`config.mk`:
```
export PLATFORM = sky130hd
export DESIGN_NAME = l2_request_arbiter_rr
export DESIGN_NICKNAME = d
export VERILOG_FILES = /design/src/rtl/l2_request_arbiter_rr.sv
export SDC_FILE = /design/constraint.sdc
export NUM_CORES = 1
export LEC_CHECK = 0
export BUFFER_PORTS_ARGS = -buffer_cell sky130_fd_sc_hd__buf_2
export CAP_MARGIN = 30
export CELL_PAD_IN_SITES_DETAIL_PLACEMENT = 1
export CELL_PAD_IN_SITES_GLOBAL_PLACEMENT = 2
export CORE_ASPECT_RATIO = 1.2
export CORE_UTILIZATION = 25
export DETAILED_ROUTE_END_ITERATION = 8
export PLACE_DENSITY = 0.75
export SLEW_MARGIN = 20
export SYNTH_ARGS = -nofsm -noshare
export SYNTH_HDL_FRONTEND = slang
export SYNTH_SLANG_ARGS = --single-unit
```
`constraint.sdc`:
```
create_clock -name clk -period 2.8 [get_ports clk]
set_input_delay 0.42 -clock clk [delete_from_list [all_inputs] [get_ports clk]]
set_output_delay 0.42 -clock clk [all_outputs]
set_load 0.005 [all_outputs]
```
`src/rtl/l2_request_arbiter_rr.sv`:
```
// Round-robin L2 Channel A/C request arbiter feeding a one-entry valid/ready output slot.
// Optional A-starvation guard enabled by defining L2_ARB_A_STARVE_GUARD_EN.
module l2_request_arbiter_rr #(
   parameter int NUM_MASTERS    = 4,
   parameter int OPCODE_W       = 3,
   parameter int A_STARVE_LIMIT = 8,
   localparam int ID_W          = $clog2(NUM_MASTERS)
) (
   input  logic                         clk,
   input  logic                         rst,
   input  logic [NUM_MASTERS-1:0]          a_valid_i,
   input  logic [NUM_MASTERS*OPCODE_W-1:0] a_opcode_i,
   output logic [NUM_MASTERS-1:0]          a_ready_o,
   input  logic [NUM_MASTERS-1:0]          c_valid_i,
   input  logic [NUM_MASTERS*OPCODE_W-1:0] c_opcode_i,
   output logic [NUM_MASTERS-1:0]          c_ready_o,
   output logic                         arb_valid,
   output logic                         arb_channel,
   output logic [NUM_MASTERS-1:0]          arb_master_oh,
   output logic [ID_W-1:0]              arb_master_id,
   output logic [OPCODE_W-1:0]          arb_opcode,
   input  logic                         arb_ready,
   output logic                         arb_busy
);

   typedef enum logic {CH_A = 1'b0, CH_C = 1'b1} chan_e;

   if (NUM_MASTERS < 2 || NUM_MASTERS > 16) begin : g_bad_masters
      $error("NUM_MASTERS must be in 2..16");
   end
   if (A_STARVE_LIMIT < 1) begin : g_bad_limit
      $error("A_STARVE_LIMIT must be at least 1");
   end

   logic [ID_W-1:0]        ptr_a, ptr_c;
   logic                   a_any, c_any, force_a, load;
   chan_e                  pick_ch;
   logic [ID_W-1:0]        a_idx, c_idx, pick_idx, next_ptr;
   logic [ID_W:0]          ptr_inc;
   logic [NUM_MASTERS-1:0] pick_oh;
   logic [OPCODE_W-1:0]    pick_op;

   // First valid index scanning ptr upward with wrap; the sum is reduced by an
   // explicit compare so non-power-of-2 master counts wrap correctly.
   function automatic logic [ID_W-1:0] rr_pick(input logic [NUM_MASTERS-1:0] valid,
                                               input logic [ID_W-1:0] ptr);
      logic [ID_W:0]   cand;
      logic            found;
      logic [ID_W-1:0] idx;
      found = 1'b0;
      idx   = '0;
      for (int unsigned k = 0; k < NUM_MASTERS; k++) begin
         cand = {1'b0, ptr} + (ID_W+1)'(k);
         if (cand >= (ID_W+1)'(NUM_MASTERS))
            cand = cand - (ID_W+1)'(NUM_MASTERS);
         if (!found && valid[cand[ID_W-1:0]]) begin
            found = 1'b1;
            idx   = cand[ID_W-1:0];
         end
      end
      return idx;
   endfunction

   assign a_any = |a_valid_i;
   assign c_any = |c_valid_i;
   assign load  = !rst && (!arb_valid || arb_ready) && (a_any || c_any);

`ifdef L2_ARB_A_STARVE_GUARD_EN
   localparam int CNT_W = $clog2(A_STARVE_LIMIT + 1);
   logic [CNT_W-1:0] starve_cnt;

   assign force_a = a_any && (starve_cnt == CNT_W'(A_STARVE_LIMIT));

   always_ff @(posedge clk) begin
      if (rst)
         starve_cnt <= '0;
      else if (!a_any || (load && pick_ch == CH_A))
         starve_cnt <= '0;
      else if (load && pick_ch == CH_C && starve_cnt != CNT_W'(A_STARVE_LIMIT))
         starve_cnt <= starve_cnt + 1'b1;
   end
`else
   assign force_a = 1'b0;
`endif

   always_comb begin
      a_idx    = rr_pick(a_valid_i, ptr_a);
      c_idx    = rr_pick(c_valid_i, ptr_c);
      pick_ch  = (c_any && !force_a) ? CH_C : CH_A;
      pick_idx = (pick_ch == CH_C) ? c_idx : a_idx;
      pick_oh  = NUM_MASTERS'(1) << pick_idx;
      pick_op  = (pick_ch == CH_C) ? c_opcode_i[int'(pick_idx)*OPCODE_W +: OPCODE_W]
                                   : a_opcode_i[int'(pick_idx)*OPCODE_W +: OPCODE_W];
      ptr_inc  = {1'b0, pick_idx} + 1'b1;
      next_ptr = (ptr_inc == (ID_W+1)'(NUM_MASTERS)) ? '0 : ptr_inc[ID_W-1:0];
   end

   assign a_ready_o = (load && pick_ch == CH_A) ? pick_oh : '0;
   assign c_ready_o = (load && pick_ch == CH_C) ? pick_oh : '0;
   assign arb_busy  = arb_valid || a_any || c_any;

   always_ff @(posedge clk) begin
      if (rst) begin
         ptr_a <= '0;
         ptr_c <= '0;
      end else if (load) begin
         if (pick_ch == CH_C) ptr_c <= next_ptr;
         else                 ptr_a <= next_ptr;
      end
   end

   always_ff @(posedge clk) begin
      if (rst) begin
         arb_valid     <= 1'b0;
         arb_channel   <= 1'b0;
         arb_master_oh <= '0;
         arb_master_id <= '0;
         arb_opcode    <= '0;
      end else if (load) begin
         arb_valid     <= 1'b1;
         arb_channel   <= (pick_ch == CH_C);
         arb_master_oh <= pick_oh;
         arb_master_id <= pick_idx;
         arb_opcode    <= pick_op;
      end else if (arb_ready) begin
         arb_valid     <= 1'b0;
      end
   end

endmodule

```
==> summary.txt, run 1 <==
Clocking
  • Clk buf depth: 2
  • Setup Fix Bufs, Post-CTS: 0
  • Clk_lat worst skew: 0.25 ns
  • Hold bufs inserted after CTS: 0
  • Clock H-tree levels: 1
  • Clock Sinks: 15
  • Worst-path clk slew: 0.06 ns
  • Resized Gates After CTS: 0
  • Number of CTS-inserted buffers: 3
  • CTS Root Cell: clkbuf_8
  • CTS tree: done

Worst setup path
  • Setup CP Type: flop to output pin
  • RR Endpoint: arb_opcode[1]$_SDFFE_PP0P_
  • Cells on worst reg2reg path: 7
  • Crit path largest cell delay: 0.49 ns
  • WP data arrival: 2.13 ns
  • Sum of buffers and inverters on the critical path: 2
  • Reg2reg setup slack: 0.64 ns
  • Setup crit end kind: output pin
  • Crit Path Max Fanout: 9
  • CP delay by family, top: compound AO/OA/AOI/OAI gates
  • Required @ worst endpoint: 2.38 ns
  • Crit path max-delay cell type: dfxtp_1
  • Worst path cell trace: a21bo_1 -> o311ai_1 -> a311oi_2 -> inv_1 -> ha_1 -> and2_1 -> buf_2
  • Setup crit start kind: flop
  • Worst r2r src: ptr_a[1]$_SDFFE_PP0P_

STA
  • Final hold vios: 0
  • Clock Skew: 0.00292 ns
  • Fmax: 392 MHz
  • Tcrit/Tclk final: 0.910
  • RSZ-0062 raised after global routing: false
  • Setup violators final: 0
  • Max-slew violation count: 0
  • Relative slew slack: 0.688
  • Final Critical Period: 2.55 ns
  • TNS Setup: 0 ns
  • Worst-Margin Slew: 0.466 ns

Global route
  • First-pass GRT wire length: 5410 microns
  • Met3 Use GR: 0.0150
  • GR Overflow Total: 0
  • GRT Util Overall: 0.141
  • Grt peak-use layer: met2
  • GR Util met2: 0.234
  • Vias in the first global route: 1,161
  • Largest net degree at the start of global routing: 19
  • Initial antenna violation count: 0
  • Met1 GRT Util: 0.171

Die
  • FP Rows: 26
  • Die extent in x: 63.8 microns
  • Initial Util: 0.265
  • Die area: 4860 sq um
  • Height of the chip: 76.2 microns
  • CORE AREA: 4330 sq um
  • Io pins: 55

Worst hold path
  • HP Class: flop to flop
  • Worst Hold Path EP: arb_opcode[1]$_SDFFE_PP0P_
  • Hold path depth: 2
  • Hold path startpoint: arb_opcode[1]$_SDFFE_PP0P_

Yosys
  • Syn nets: 170
  • Synth Register Bits: 15
  • Top-area cell type share of the netlist area: 0.262
  • Top area cells in the synthesized netlist: dfxtp_1, mux2i_1, ha_1
  • Syn_area_per_cell: 8.82 sq um
  • Register area share after synthesis: 0.262
  • Synth cell types: 38
  • Synth warn: 0
  • Syn Inst Count: 130
  • Mapped cell area: 1150 sq um
  • Post-synth top area cell: dfxtp_1

Job
  • Max-Cap Viols: 0

Power
  • Peak supply drop: 0.000201 V
  • Static leakage: 0.679 nW
  • Total power: 0.000618 W
  • Pwr dens: 407 nW/um^2

Status
  • Status: complete, no violations

Detailed routing
  • Via count: 1,150
  • Final WL: 3300 microns
  • Wire per inst: 13.6 microns
  • # DRC: 0
  • Antenna Violating Nets Remaining: 0
  • Starting DRT DRC Count: 31
  • Detailed-router iteration count before antenna repair: 3
  • Vias per cell: 4.75

Layout
  • Layout Cells excl Fill: 242
  • Syn-to-layout area delta: 32.6%
  • ANT cells: 0
  • Layout Nets: 227
  • Final core utilization: 0.351
  • Share of post-route cells with drive strength above 1: 0.371

Placed design
  • Routability cong.: 0.714
  • Detailed-placement wirelength estimate: 2580 microns
  • I/O Buffers: 54
  • Placed Cells: 238
[power breakdown]
part           internal, W  switching [W]  total, W  leakage (nW)
Combinational    0.0000928      0.0000978  0.000191         0.533
Clock             0.000101      0.0000792  0.000180        0.0228
Sequential        0.000234      0.0000130  0.000247         0.124
Total             0.000428       0.000190  0.000618         0.679
[Yosys cell counts]
cell	n
o22ai_1	2
o22a_1	2
nor2b_1	1
nor3b_4	1
o21a_1	1
nand3b_1	3
mux4_1	1
inv_1	7
o311ai_1	3
a311oi_2	1
nand2b_1	6
a211oi_1	1
buf_2	3
o21bai_1	1
o211ai_1	1
clkbuf_1	1
a31o_1	2
and2_1	9
nand3_1	2
a22o_1	1
nand2_1	9
nor2_1	13
buf_6	2
o2111ai_1	2
nor4bb_1	1
a21oi_1	6
nor4_4	1
nor4_2	1
mux2i_1	16
ha_1	5
a21bo_1	1
nor3_1	2
mux2_2	2
o21ai_1	2
a211oi_2	1
nor2_2	1
o21ai_0	1
dfxtp_1	15
[metal layers]
layer	routed length (microns)	part of all wire	vias up
met5	0	0	-
met4	82	0.025	0
met3	102	0.031	5
met2	1590	0.48	27
met1	1530	0.46	541
li1	-	-	577
[flip-flops by register name (all words and copies together) (netlist names)]
signal,count
arb_opcode,3
ptr_c,2
arb_channel,1
arb_valid,1
arb_master_oh,4
arb_master_id,2
ptr_a,2
[worst max-delay path by stage]
stage / from / end / slack, ns / depth (start not counted)
3_3_place_gp: a_valid_i[2] / c_ready_o[2] / 0.47 / 8
4_1_cts: ptr_a[1]$_SDFFE_PP0P_ / c_ready_o[0] / 0.23 / 7
6_report: ptr_a[1]$_SDFFE_PP0P_ / c_ready_o[0] / 0.25 / 7
5_1_grt: ptr_a[1]$_SDFFE_PP0P_ / a_ready_o[0] / 0.10 / 7
3_5_place_dp: a_valid_i[2] / c_ready_o[0] / 0.44 / 8
2_1_floorplan: a_valid_i[2] / a_ready_o[0] / 0.67 / 7
[worst reg2reg max path, delay by kind of cell (launching register included)]
kind,cells,cell delay [ns]
AOI/OAI and AO/OA,3,0.76
DFF,1,0.49
muxes,1,0.32
buffers and inverters,1,0.28
and+or+nand+nor,2,0.20
[layout make-up]
type                            count  area, sq um
Inverter                            7         26.3
Fill cell                         562         2810
Tap cell                           56         70.1
Clock buffer                        4         45.0
Multi-Input combinational cell    102          778
Timing Repair Buffer               58          300
Sequential cell                    15          300
[logic make-up (layout without fill, tap and decap cells)]
kind of cell | count (synthesis) | after routing | share of synthesized area
fa+ha+maj | 5 | 5 | 0.0546
mux | 19 | 19 | 0.182
simple gates | 50 | 50 | 0.257
buf+inv | 13 | 69 | 0.0589
flops | 15 | 15 | 0.262
compound gates | 28 | 28 | 0.186
[layout by cell type, fill, tap and decap left out, types with 2 or more instances in the layout]
cell       count
and2_1         9
o2111ai_1      2
mux2i_1       16
dfxtp_1       15
o22a_1         2
mux2_2         2
o311ai_1       3
nand2_1        9
inv_1          7
nor2_1        13
clkbuf_8       3
buf_4          4
nand2b_1       6
o22ai_1        2
o21ai_1        2
ha_1           5
a21oi_1        6
nand3b_1       3
buf_2         54
a31o_1         2
nand3_1        2
nor3_1         2
[metrics by stage]
stage	cell area, sq um	hold WS [ns]	setup slack (ns)
after CTS	1520	0.464	0.233
after global placement	1480	0.441	0.468
after global routing	1520	0.490	0.104
after floorplan	1150	0.450	0.667
after detailed placement	1480	0.447	0.440
final	1520	0.463	0.252
Note: power is estimated with default switching activity, not from simulation.
==> run 2, diff against run 1 <==
CORE_UTILIZATION = 27   (was 25)
PLACE_DENSITY = 0.81   (was 0.75)
clock period = 3.11 ns   (was 2.8 ns; I/O delays follow)
==> summary.txt, run 2 (synthesized netlist as in run 1, its figures left out) <==
Status
  • Status: complete, no violations

Worst setup path
  • Setup crit end kind: output pin
  • WP data arrival: 2.18 ns
  • Crit Path Max Fanout: 9
  • Cells on worst reg2reg path: 7
  • Required @ worst endpoint: 2.64 ns
  • Setup crit start kind: flop
  • Setup CP Type: flop to output pin
  • Worst r2r src: ptr_a[1]$_SDFFE_PP0P_
  • Worst Setup SP: ptr_a[1]$_SDFFE_PP0P_
  • RR Endpoint: arb_opcode[1]$_SDFFE_PP0P_
  • Reg2reg setup slack: 0.90 ns

Layout
  • Most common cell after layout, fill and taps aside: buf_2
  • Max reg flops: 4
  • Regs by FF count: arb_master_oh: 4 flops, arb_opcode: 3 flops
  • Layout Cells excl Fill: 238
  • Share of post-route cells with drive strength above 1: 0.370
  • Most flops, register: arb_master_oh
  • Syn-to-layout area delta: 31.2%
  • Most frequent cells in the layout: buf_2, mux2i_1, dfxtp_1
  • Layout Nets: 225
  • ANT cells: 0

Job
  • Max-Cap Viols: 0

STA
  • Final hold vios: 0
  • RSZ-0062 raised after global routing: false
  • Worst-Margin Slew: 0.741 ns
  • Relative slew slack: 0.506
  • Clock Skew: 0.00259 ns
  • Max-slew violation count: 0
  • TNS Setup: 0 ns
  • Fmax: 378 MHz
  • Setup violators final: 0
  • Final Critical Period: 2.65 ns
  • Tcrit/Tclk final: 0.851

Power
  • Static leakage: 0.672 nW
  • Peak supply drop: 0.000276 V
  • Pwr dens: 366 nW/um^2

Global route
  • GR Overflow Total: 0
  • First-pass GRT wire length: 5210 microns
  • GRT Util Overall: 0.153
  • Vias in the first global route: 1,221
  • Initial antenna violation count: 0
  • Largest net degree at the start of global routing: 19

Worst hold path
  • HP Class: flop to flop
  • Worst Hold Path EP: arb_master_id[0]$_SDFFE_PP0P_
  • Hold path depth: 2
  • Hold path startpoint: arb_master_id[0]$_SDFFE_PP0P_

Detailed routing
  • Vias per cell: 4.92
  • Detailed-router iteration count before antenna repair: 4
  • Via count: 1,171
  • Antenna Violating Nets Remaining: 0
  • Wire per inst: 13.9 microns
  • Starting DRT DRC Count: 28
  • # DRC: 0
  • Final WL: 3310 microns

Die
  • Die extent in x: 61.5 microns
  • CORE AREA: 4000 sq um
  • Io pins: 55
  • Height of the chip: 73.4 microns
  • Die area: 4510 sq um
  • Initial Util: 0.286
  • FP Rows: 25

Clocking
  • Number of CTS-inserted buffers: 3
  • Clk buf depth: 2
  • CTS tree: done
  • Clk_lat worst skew: 0.25 ns
  • Resized Gates After CTS: 0
  • Clock H-tree levels: 1
  • Hold bufs inserted after CTS: 0
  • Worst-path clk slew: 0.06 ns
  • Setup Fix Bufs, Post-CTS: 0
  • Clock Sinks: 15
  • CTS Root Cell: clkbuf_8

Placed design
  • Detailed-placement wirelength estimate: 2630 microns
  • Placed Cells: 234
  • Routability cong.: 0.777
  • I/O Buffers: 54
run 2: cell type report:
class | count | area, sq um
clock buffer | 3 | 41.3
multi-input combinational | 102 | 778
fill | 528 | 2500
timing repair buffer | 56 | 285
tap | 54 | 67.6
inverter | 7 | 26.3
clock inverter | 1 | 5.00
sequential | 15 | 300
run 2: worst max path at each step:
stage | to | slack [ns] | cells past startpoint
finish | c_ready_o[0] | 0.46 | 7
global route | c_ready_o[0] | 0.32 | 7
CTS | c_ready_o[0] | 0.48 | 7
global placement | c_ready_o[2] | 0.60 | 8
floorplan | a_ready_o[0] | 0.88 | 7
detailed placement | c_ready_o[0] | 0.55 | 9
run 2: critical path, cell delays in order (launching register included):
cell	delay, ns
dfxtp_1	0.52
a21bo_1	0.16
o311ai_1	0.13
a311oi_2	0.49
inv_1	0.13
ha_1	0.24
and2_1	0.14
buf_2	0.12
run 2: stage by stage:
step / hold WS [ns] / total power [W] / setup slack (ns) / util / instance area, sq um
floorplan: 0.450 / 0.000329 / 0.884 / - / 1150
global placement: 0.451 / 0.000392 / 0.603 / 0.364 / 1460
detailed placement: 0.468 / 0.000399 / 0.551 / 0.364 / 1460
CTS: 0.480 / 0.000560 / 0.483 / 0.376 / 1500
global route: 0.504 / 0.000588 / 0.320 / 0.376 / 1500
finish: 0.476 / 0.000550 / 0.464 / 0.376 / 1500
run 2: layer usage:
metal	track usage	routed length, microns	up-vias	share of wire
li1	-	-	576	-
met5	0	0	-	0
met1	0.188	1500	563	0.45
met3	0.0194	126	4	0.038
met2	0.266	1630	28	0.49
met4	0.0593	43	0	0.013
run 2: report_power, final:
part	internal (W)	switching (W)	total, W	leakage (nW)
registers	0.000211	0.0000128	0.000224	0.124
clock network	0.0000887	0.0000684	0.000157	0.0255
logic	0.0000809	0.0000885	0.000169	0.523
==> run 3, diff against run 2 <==
BUFFER_PORTS_ARGS = not set   (was -buffer_cell sky130_fd_sc_hd__buf_2)
CORE_UTILIZATION = 36   (was 27)
DONT_BUFFER_PORTS = 1   (was not set)
PLACE_DENSITY = 0.78   (was 0.81)
==> summary.txt, run 3 (synthesized netlist as in run 1, its figures left out) <==
STA
  • TNS Setup: 0 ns
  • Tcrit/Tclk final: 0.854
  • Max-slew violation count: 0
  • Setup violators final: 0
  • Final hold vios: 0
  • Worst-Margin Slew: 0.760 ns
  • Clock Skew: 0.00637 ns
  • WHS: 0.244 ns
  • Fmax: 376 MHz
  • Relative slew slack: 0.493
  • RSZ-0062 raised after global routing: false
  • Final Critical Period: 2.66 ns

Global route
  • First-pass GRT wire length: 4240 microns
  • GRT Util Overall: 0.166
  • Largest net degree at the start of global routing: 19
  • GR Overflow Total: 0
  • Vias in the first global route: 931
  • Initial antenna violation count: 0

Clocking
  • Hold bufs inserted after CTS: 0
  • Clock H-tree levels: 1
  • Clock Sinks: 15
  • Worst-path clk slew: 0.09 ns
  • Number of CTS-inserted buffers: 3
  • Clk buf depth: 2
  • Resized Gates After CTS: 0
  • Setup Fix Bufs, Post-CTS: 0
  • Clk_lat worst skew: 0.28 ns
  • CTS Root Cell: clkbuf_4
  • CTS tree: done

Layout
  • Final core utilization: 0.390
  • Most flops, register: arb_master_oh
  • Regs by FF count: arb_master_oh: 4 flops, arb_opcode: 3 flops
  • Share of post-route cells with drive strength above 1: 0.100
  • Most common cell after layout, fill and taps aside: mux2i_1
  • Syn-to-layout area delta: 3.93%
  • Max reg flops: 4
  • Layout Nets: 171
  • ANT cells: 0
  • Most frequent cells in the layout: mux2i_1, dfxtp_1, nor2_1

Die
  • Height of the chip: 63.8 microns
  • Die area: 3410 sq um
  • Io pins: 55
  • CORE AREA: 3060 sq um
  • FP Rows: 22
  • Die extent in x: 53.5 microns
  • Initial Util: 0.375

Detailed routing
  • Detailed-router iteration count before antenna repair: 4
  • Via count: 950
  • Final WL: 2700 microns
  • Starting DRT DRC Count: 10
  • Wire per inst: 16.3 microns
  • Vias per cell: 5.72
  • Antenna Violating Nets Remaining: 0
  • # DRC: 0

Status
  • Status: complete, no violations

Power
  • Total power: 0.000453 W
  • Peak supply drop: 0.000244 V
  • Static leakage: 0.427 nW
  • Pwr dens: 380 nW/um^2

Worst hold path
  • HP Class: input pin to flop
  • Hold path depth: 1

Worst setup path
  • Setup crit end kind: output pin
  • Crit Path Max Fanout: 9
  • Cells on worst reg2reg path: 7
  • Required @ worst endpoint: 2.64 ns
  • Setup crit start kind: flop
  • Setup CP Type: flop to output pin
  • WP data arrival: 2.19 ns
  • Reg2reg setup slack: 0.87 ns

Job
  • Max-Cap Viols: 0

Placed design
  • I/O Buffers: 0
  • Detailed-placement wirelength estimate: 2150 microns
  • Routability cong.: 0.733
-- run 3: cell count changes in the layout (fill, tap and decap cells not counted), sizes merged --
cell and change:
buf -54, clkinv -1, clkbuf +1
-- run 3: where the power goes --
part	internal (W)	leakage (nW)	switching [W]
combinational	0.0000546	0.289	0.0000624
sequential	0.000211	0.124	0.0000161
clock	0.0000497	0.0150	0.0000593
total	0.000315	0.427	0.000138
-- run 3: path summary, 6_finish.rpt --
check	to	from
min	arb_valid$_SDFFE_PP0P_	rst
max	a_ready_o[0]	ptr_a[1]$_SDFFE_PP0P_
max reg2reg	arb_opcode[1]$_SDFFE_PP0P_	ptr_a[1]$_SDFFE_PP0P_
min reg2reg	arb_opcode[1]$_SDFFE_PP0P_	arb_opcode[1]$_SDFFE_PP0P_
-- run 3: metrics by stage --
| stage | setup slack (ns) | cell area [sq um] | std cells |
|---|---|---|---|
| after floorplan | 0.884 | 1150 | 130 |
| after global placement | 0.829 | 1160 | 162 |
| after global routing | 0.270 | 1190 | 166 |
| final | 0.454 | 1190 | 166 |
| after detailed placement | 0.804 | 1160 | 162 |
| after CTS | 0.462 | 1190 | 166 |
-- run 3: per-layer routing --
| layer | part of all wire | wire length, microns | global-route usage | vias to the layer above |
|---|---|---|---|---|
| met5 | 0 | 0 | 0 | - |
| met4 | 0.0067 | 18 | 0.0658 | 0 |
| met3 | 0.040 | 107 | 0.0333 | 2 |
| met2 | 0.52 | 1400 | 0.275 | 18 |
| met1 | 0.44 | 1180 | 0.202 | 462 |
| li1 | - | - | - | 468 |
-- run 3: area by class of cell --
cell class | count | area [sq um]
Tap cell | 36 | 45.0
Inverter | 7 | 26.3
Fill cell | 373 | 1860
Sequential cell | 15 | 300
Clock buffer | 4 | 26.3
Timing Repair Buffer | 2 | 15.0
Multi-Input combinational cell | 102 | 778
-- run 3: critical path: stages (launching register included) --
cell	delay [ns]
dfxtp_1	0.52
a21bo_1	0.16
o311ai_1	0.11
a311oi_2	0.55
inv_1	0.14
ha_1	0.26
and2_1	0.16
